## config.mk

```make
export PLATFORM = sky130hd
export DESIGN_NAME = qbus_master
export DESIGN_NICKNAME = d
export VERILOG_FILES = /design/src/rtl/qbus_master.sv
export SDC_FILE = /design/constraint.sdc
export NUM_CORES = 1
export LEC_CHECK = 0
export CORE_UTILIZATION = 48
export CTS_BUF_LIST = sky130_fd_sc_hd__clkbuf_8
export DETAILED_ROUTE_END_ITERATION = 8
export PLACE_DENSITY = 0.81
export SYNTH_ARGS = -nofsm -noshare
export SYNTH_HDL_FRONTEND = slang
export SYNTH_SLANG_ARGS = --single-unit
```

## constraint.sdc

```tcl
create_clock -name clk -period 2.9 [get_ports clk]
set_clock_uncertainty 0.2 [all_clocks]
set_input_delay 0.435 -clock clk [delete_from_list [all_inputs] [get_ports clk]]
set_output_delay 0.435 -clock clk [all_outputs]
set_load 0.05 [all_outputs]
```

## src/rtl/qbus_master.sv

```systemverilog
// qbus_master: native QBUS bus initiator for the vm2 bus.
// Turns a single local request into DATI, DATO, DATOB, DATIO or DATIOB cycles
// on the inverted multiplexed AD bus.
// Optional RPLY timeout: define QBUS_MASTER_TIMEOUT_EN.
module qbus_master #(
  parameter int unsigned ADDR_HOLD = 1,
  parameter int unsigned TOUT_W    = 8
) (
  input  logic        clk,
  input  logic        reset,
  input  logic        req_stb,
  input  logic        req_we,
  input  logic        req_rmw,
  input  logic        req_byte,
  input  logic [15:0] req_addr,
  input  logic [15:0] req_wdata,
  output logic        busy,
  output logic        ack,
  output logic        err,
  output logic [15:0] rdata,
  input  logic [15:0] ad_in_n,
  output logic [15:0] ad_out_n,
  output logic        ad_oe,
  output logic        sync_n,
  output logic        din_n,
  output logic        dout_n,
  output logic        wtbt_n,
  input  logic        rply_n
);

  localparam logic [2:0] S_IDLE  = 3'd0;
  localparam logic [2:0] S_ASET  = 3'd1;
  localparam logic [2:0] S_ASYNC = 3'd2;
  localparam logic [2:0] S_RD    = 3'd3;
  localparam logic [2:0] S_RDEND = 3'd4;
  localparam logic [2:0] S_WR    = 3'd5;
  localparam logic [2:0] S_WREND = 3'd6;
  localparam logic [2:0] S_FIN   = 3'd7;

  localparam logic [3:0] HOLD_LAST = 4'(ADDR_HOLD);

  logic [2:0]  state_q, state_d;
  logic        ph_q, ph_d;          // RD/WR sub-phase: 0 = turnaround/setup, 1 = strobe out
  logic [3:0]  hold_q, hold_d;
  logic        we_q, we_d, rmw_q, rmw_d, byte_q, byte_d;
  logic [15:0] addr_q, addr_d, wdata_q, wdata_d, rdata_q, rdata_d;
  logic        rply_m_q, rply_s_q;
  logic        busy_q, busy_d, ack_q, ack_d, err_q, err_d;
  logic [15:0] ad_out_q, ad_out_d;
  logic        ad_oe_q, ad_oe_d, sync_q, sync_d, din_q, din_d, dout_q, dout_d, wtbt_q, wtbt_d;
  logic        capture, pure_wr, tout_hit;

  assign capture = (state_q == S_IDLE) && req_stb;
  assign pure_wr = we_q && !rmw_q;

  // Request attributes: take the new request in IDLE, otherwise hold.
  always_comb begin
    we_d    = capture ? req_we              : we_q;
    rmw_d   = capture ? (req_rmw && req_we) : rmw_q;
    byte_d  = capture ? req_byte            : byte_q;
    addr_d  = capture ? req_addr            : addr_q;
    wdata_d = capture ? req_wdata           : wdata_q;
  end

`ifdef QBUS_MASTER_TIMEOUT_EN
  logic [TOUT_W-1:0] tout_q, tout_d;
  logic              wait_st;

  assign wait_st  = (state_q == S_RD) || (state_q == S_RDEND) ||
                    (state_q == S_WR) || (state_q == S_WREND);
  assign tout_hit = wait_st && (tout_q == '1);

  // Wait-cycle counter; restarts whenever the state changes.
  always_comb begin
    tout_d = '0;
    if (wait_st && (state_d == state_q) && !tout_hit) tout_d = tout_q + 1'b1;
  end

  // Timeout counter register.
  always_ff @(posedge clk) begin
    if (reset) tout_q <= '0;
    else       tout_q <= tout_d;
  end
`else
  logic [TOUT_W-1:0] tout_unused;
  assign tout_unused = '0;
  assign tout_hit    = 1'b0;
`endif

  // Bus cycle sequencer.
  always_comb begin
    state_d = state_q;
    ph_d    = ph_q;
    hold_d  = hold_q;
    rdata_d = rdata_q;
    case (state_q)
      S_IDLE:  if (req_stb) state_d = S_ASET;
      S_ASET:  begin state_d = S_ASYNC; hold_d = 4'd1; end
      S_ASYNC: begin
        if (hold_q >= HOLD_LAST) begin
          state_d = pure_wr ? S_WR : S_RD;
          ph_d    = 1'b0;
        end else begin
          hold_d = hold_q + 4'd1;
        end
      end
      S_RD: begin
        if (!ph_q) ph_d = 1'b1;
        else if (!rply_s_q) begin
          rdata_d = ~ad_in_n;
          state_d = S_RDEND;
        end
      end
      S_RDEND: begin
        if (rply_s_q) begin
          state_d = rmw_q ? S_WR : S_FIN;
          ph_d    = 1'b0;
        end
      end
      S_WR: begin
        if (!ph_q) ph_d = 1'b1;
        else if (!rply_s_q) state_d = S_WREND;
      end
      S_WREND: if (rply_s_q) state_d = S_FIN;
      default: state_d = S_IDLE;
    endcase
    if (tout_hit) begin
      state_d = S_IDLE;
      ph_d    = 1'b0;
      rdata_d = rdata_q;
    end
  end

  // Output decode from the next state, so every bus pin comes straight off a flop.
  always_comb begin
    ad_oe_d  = 1'b0;
    ad_out_d = '1;
    sync_d   = 1'b1;
    din_d    = 1'b1;
    dout_d   = 1'b1;
    wtbt_d   = 1'b1;
    busy_d   = (state_d != S_IDLE);
    ack_d    = (state_d == S_FIN);
    err_d    = tout_hit;
    case (state_d)
      S_ASET, S_ASYNC: begin
        ad_oe_d  = 1'b1;
        ad_out_d = ~addr_d;
        wtbt_d   = ~(we_d && !rmw_d);
        sync_d   = (state_d != S_ASYNC);
      end
      S_RD: begin
        sync_d = 1'b0;
        din_d  = ~ph_d;
      end
      S_RDEND: sync_d = 1'b0;
      S_WR, S_WREND: begin
        sync_d   = 1'b0;
        ad_oe_d  = 1'b1;
        ad_out_d = ~wdata_d;
        wtbt_d   = ~byte_d;
        dout_d   = ~((state_d == S_WR) && ph_d);
      end
      default: ;
    endcase
  end

  // State, request and output registers; RPLY two-flop synchronizer.
  always_ff @(posedge clk) begin
    if (reset) begin
      state_q  <= S_IDLE;
      ph_q     <= 1'b0;
      hold_q   <= '0;
      we_q     <= 1'b0;
      rmw_q    <= 1'b0;
      byte_q   <= 1'b0;
      addr_q   <= '0;
      wdata_q  <= '0;
      rdata_q  <= '0;
      rply_m_q <= 1'b1;
      rply_s_q <= 1'b1;
      busy_q   <= 1'b0;
      ack_q    <= 1'b0;
      err_q    <= 1'b0;
      ad_out_q <= '1;
      ad_oe_q  <= 1'b0;
      sync_q   <= 1'b1;
      din_q    <= 1'b1;
      dout_q   <= 1'b1;
      wtbt_q   <= 1'b1;
    end else begin
      state_q  <= state_d;
      ph_q     <= ph_d;
      hold_q   <= hold_d;
      we_q     <= we_d;
      rmw_q    <= rmw_d;
      byte_q   <= byte_d;
      addr_q   <= addr_d;
      wdata_q  <= wdata_d;
      rdata_q  <= rdata_d;
      rply_m_q <= rply_n;
      rply_s_q <= rply_m_q;
      busy_q   <= busy_d;
      ack_q    <= ack_d;
      err_q    <= err_d;
      ad_out_q <= ad_out_d;
      ad_oe_q  <= ad_oe_d;
      sync_q   <= sync_d;
      din_q    <= din_d;
      dout_q   <= dout_d;
      wtbt_q   <= wtbt_d;
    end
  end

  assign busy     = busy_q;
  assign ack      = ack_q;
  assign err      = err_q;
  assign rdata    = rdata_q;
  assign ad_out_n = ad_out_q;
  assign ad_oe    = ad_oe_q;
  assign sync_n   = sync_q;
  assign din_n    = din_q;
  assign dout_n   = dout_q;
  assign wtbt_n   = wtbt_q;

endmodule

```

==> results by group <==
Power
  • Comb pwr share: between 20 and 30%
  • Switching share of total power: 30.89%
  • PwrDens: 689.4 mW/mm^2
  • Clock power share: 30.5%
  • Internal Power: 2.083 mW
  • Switching power: 930.9 uW
  • Static Leak: 1.710 nW
  • Register share of total power: 43.6%
  • Peak supply drop: 0.4581 mV
  • Tot Pwr: 3.014 mW

Critical path
  • Largest fanout on the critical path: 15
  • Crit path cell chain: inv_1 -> ha_1 -> or4b_1 -> a31oi_1 -> o21bai_1 -> buf_4 -> nand2_1 -> nand3_1
  • CP Launch Type: flip-flop
  • CP Capture Type: flip-flop
  • Worst Path Class, Setup: reg2reg
  • Critical Path RT: 2990 ps
  • CP bufs+invs: 2
  • Crit-path slowest cell: o21bai_1
  • Worst Path Arrival: 2700 ps
  • Crit-path leading delay family: compound AO/OA/AOI/OAI gates
  • Max incr delay on CP: 890 ps

Die
  • Core ar.: approximately 0.0063 mm^2
  • Die Span X: around 83 um
  • Total Die Area: 0.006900 mm^2
  • Die Y-Extent: 83.07 um
  • # rows: 29
  • Initial core utilization: 49.67%
  • # IOs: 95

Timing
  • Hold Fails Final Rpt: 0
  • Highest Clock Rate: 382.2 MHz
  • Slew HR: 26.06%
  • Max-slew violations: 0
  • Post-route worst setup slack: 283.6 ps
  • TNS Setup: 0 ps
  • Unrepaired setup endpoints after global routing: false
  • Count of final setup violators: 0
  • Slew @ Worst Pin: 1107 ps
  • Final period util: ~90%
  • Hold slack final: 217.4 ps
  • Final min period: 2616 ps

Global routing
  • Tot GR Track Use: about a fifth
  • Grt ovf: 0
  • Vias in the first global route: 2395
  • First-pass GRT wire length: roughly 12000 um
  • Pin count of the biggest net entering global routing: 35
  • Initial antenna violation count: 0

Clock network
  • Worst-path clk slew: 90 ps
  • Clk buf depth: 2
  • Clock sink count: 84
  • Post-CTS Setup Bufs: 0
  • Clock latency on the worst-skew pair: between 300 and 400 ps
  • H-tree depth: 3
  • Hold_buf cts: 0
  • CTS tree: done
  • CTS resizes: 0
  • Clock root buffer master: clkbuf_8
  • Number of CTS-inserted buffers: 9

Logic synthesis
  • Syn_area_per_cell: roughly 9.5 um^2
  • Synth warn: 0
  • Seq/Total Area, Yosys: a little over half
  • Post-synth top area share: 53.31%
  • Area contributors post-synth: dfxtp_1, mux2i_1, nor2_1, a211oi_1, nand2_1
  • Synthesized Nets: 391
  • Synthesized flop and latch total: 84
  • Post-synth EDFFs: 0
  • Async set-or-reset flop fraction in the synthesized netlist: 0%
  • Cells after Synth: 333
  • Synthesized area: 0.003154 mm^2
  • Leading area contributor after synthesis: dfxtp_1
  • Top-count cell post-synth: dfxtp_1
  • Most used DFF post-synth: dfxtp_1
  • Most instantiated cells after synthesis: dfxtp_1, nor2_1, nand2_1
  • Library cells used by synthesis: 40

Flow run
  • Max-cap check violation count: 0

Detailed routing
  • DR iter-0 viols: roughly 150
  • Final ANT Viol Nets: 0
  • DR pass1 iterations: 4
  • Routed via count: ~2600
  • # DRC: 0
  • WL/cell: 14.03 um
  • Via/cell ratio: 5.208
  • Drt total wl: 7073 um

Run status
  • Status: finished clean

Final layout
  • Final Util: 68.85%
  • Layout area overhead: 38.60%
  • Antenna cells: 0
  • Layout Nets: 480
  • Share of layout cells above drive strength 1: 8.431%

Place
  • Port buffer count: 93
  • DP Wirelength: between 4000 and 5000 um
  • Pre-CTS setup slack: 326.9 ps
  • Gpl congestion: 0.8678

Worst hold path
  • HP Class: reg2reg
-- cells in the final DEF (no fill, tap or decap), types with 3 or more instances in the layout --
| cell type | synthesis | layout |
|---|---|---|
| clkdlybuf4s50_1 | 0 | 92 |
| dfxtp_1 | 84 | 84 |
| nor2_1 | 58 | 58 |
| nand2_1 | 34 | 34 |
| mux2i_1 | 32 | 32 |
| nand3_1 | 21 | 21 |
| a211oi_1 | 19 | 19 |
| clkbuf_8 | 0 | 9 |
| buf_4 | 3 | 8 |
| nor2b_1 | 7 | 7 |
| a21oi_1 | 5 | 5 |
| o21ai_0 | 5 | 5 |
| inv_1 | 4 | 4 |
| nor3_1 | 4 | 4 |
| nand2b_1 | 4 | 4 |
| a31oi_1 | 3 | 3 |
| ha_1 | 3 | 3 |
-- layer usage --
layer / share of wire (%) / up-vias / GRT usage [%]
met5: 0 / - / 0
met1: 46 / 1219 / 27.01
met4: 1.4 / 0 / 9.248
met3: 4.7 / 8 / 3.479
met2: 48 / 88 / 34.35
li1: - / 1310 / -
-- through the flow --
step	instance area [um^2]	instances
2_1_floorplan	3154	333
5_1_grt	4372	504
6_report	4372	504
3_3_place_gp	4149	488
3_5_place_dp	4149	488
4_1_cts	4372	504
-- worst paths after layout --
kind                     startpoint                      to  slack, ps  cells after the start
max          hold_q[0]$_SDFFE_PP0P_  ad_out_n[6]$_SDFF_PP1_        280                      8
min             rply_m_q$_SDFF_PP1_     rply_s_q$_SDFF_PP1_        220                      1
max reg2reg  hold_q[0]$_SDFFE_PP0P_  ad_out_n[6]$_SDFF_PP1_        280                      8
min reg2reg     rply_m_q$_SDFF_PP1_     rply_s_q$_SDFF_PP1_        220                      1
-- cell families after synthesis --
family,Yosys count,share of synthesized area [%]
buf+inv,28,4.086
flops,84,53.31
mux,34,10.87
simple gates,139,19.95
compound gates,44,10.47
other cells,1,0.1189
fa+ha+maj,3,1.190
-- final cells by class --
type	instances	area [um^2]
flip-flops and latches	84	1682
well taps	77	96.34
inverters	4	15.01
clock buffers	9	123.9
multi-input cells	221	1350
fillers	505	1978
repair buffers	102	1006
clock inverters	7	98.84
-- state kept, by name (all words and copies together) (netlist names), 3 cells and up --
name / flops
ad_out_n: 16
addr_q: 16
rdata: 16
wdata_q: 16
hold_q: 4
state_q: 3
-- worst reg2reg max path: stages (launching register included) --
cell and delay [ps]:
dfxtp_1 460, inv_1 80, ha_1 200, or4b_1 190, a31oi_1 110, o21bai_1 890, buf_4 280, nand2_1 70
nand3_1 90
-- power groups by stage --
stage | Combinational, mW | Sequential, mW | Clock (mW)
CTS | 0.779 | 1.31 | 0.932
finish | 0.780 | 1.32 | 0.918
global route | 0.838 | 1.32 | 0.984
detailed placement | 0.775 | 1.34 | 0
floorplan | 0.378 | 1.47 | 0
global placement | 0.759 | 1.34 | 0
Power figures use the tool's default switching activity.
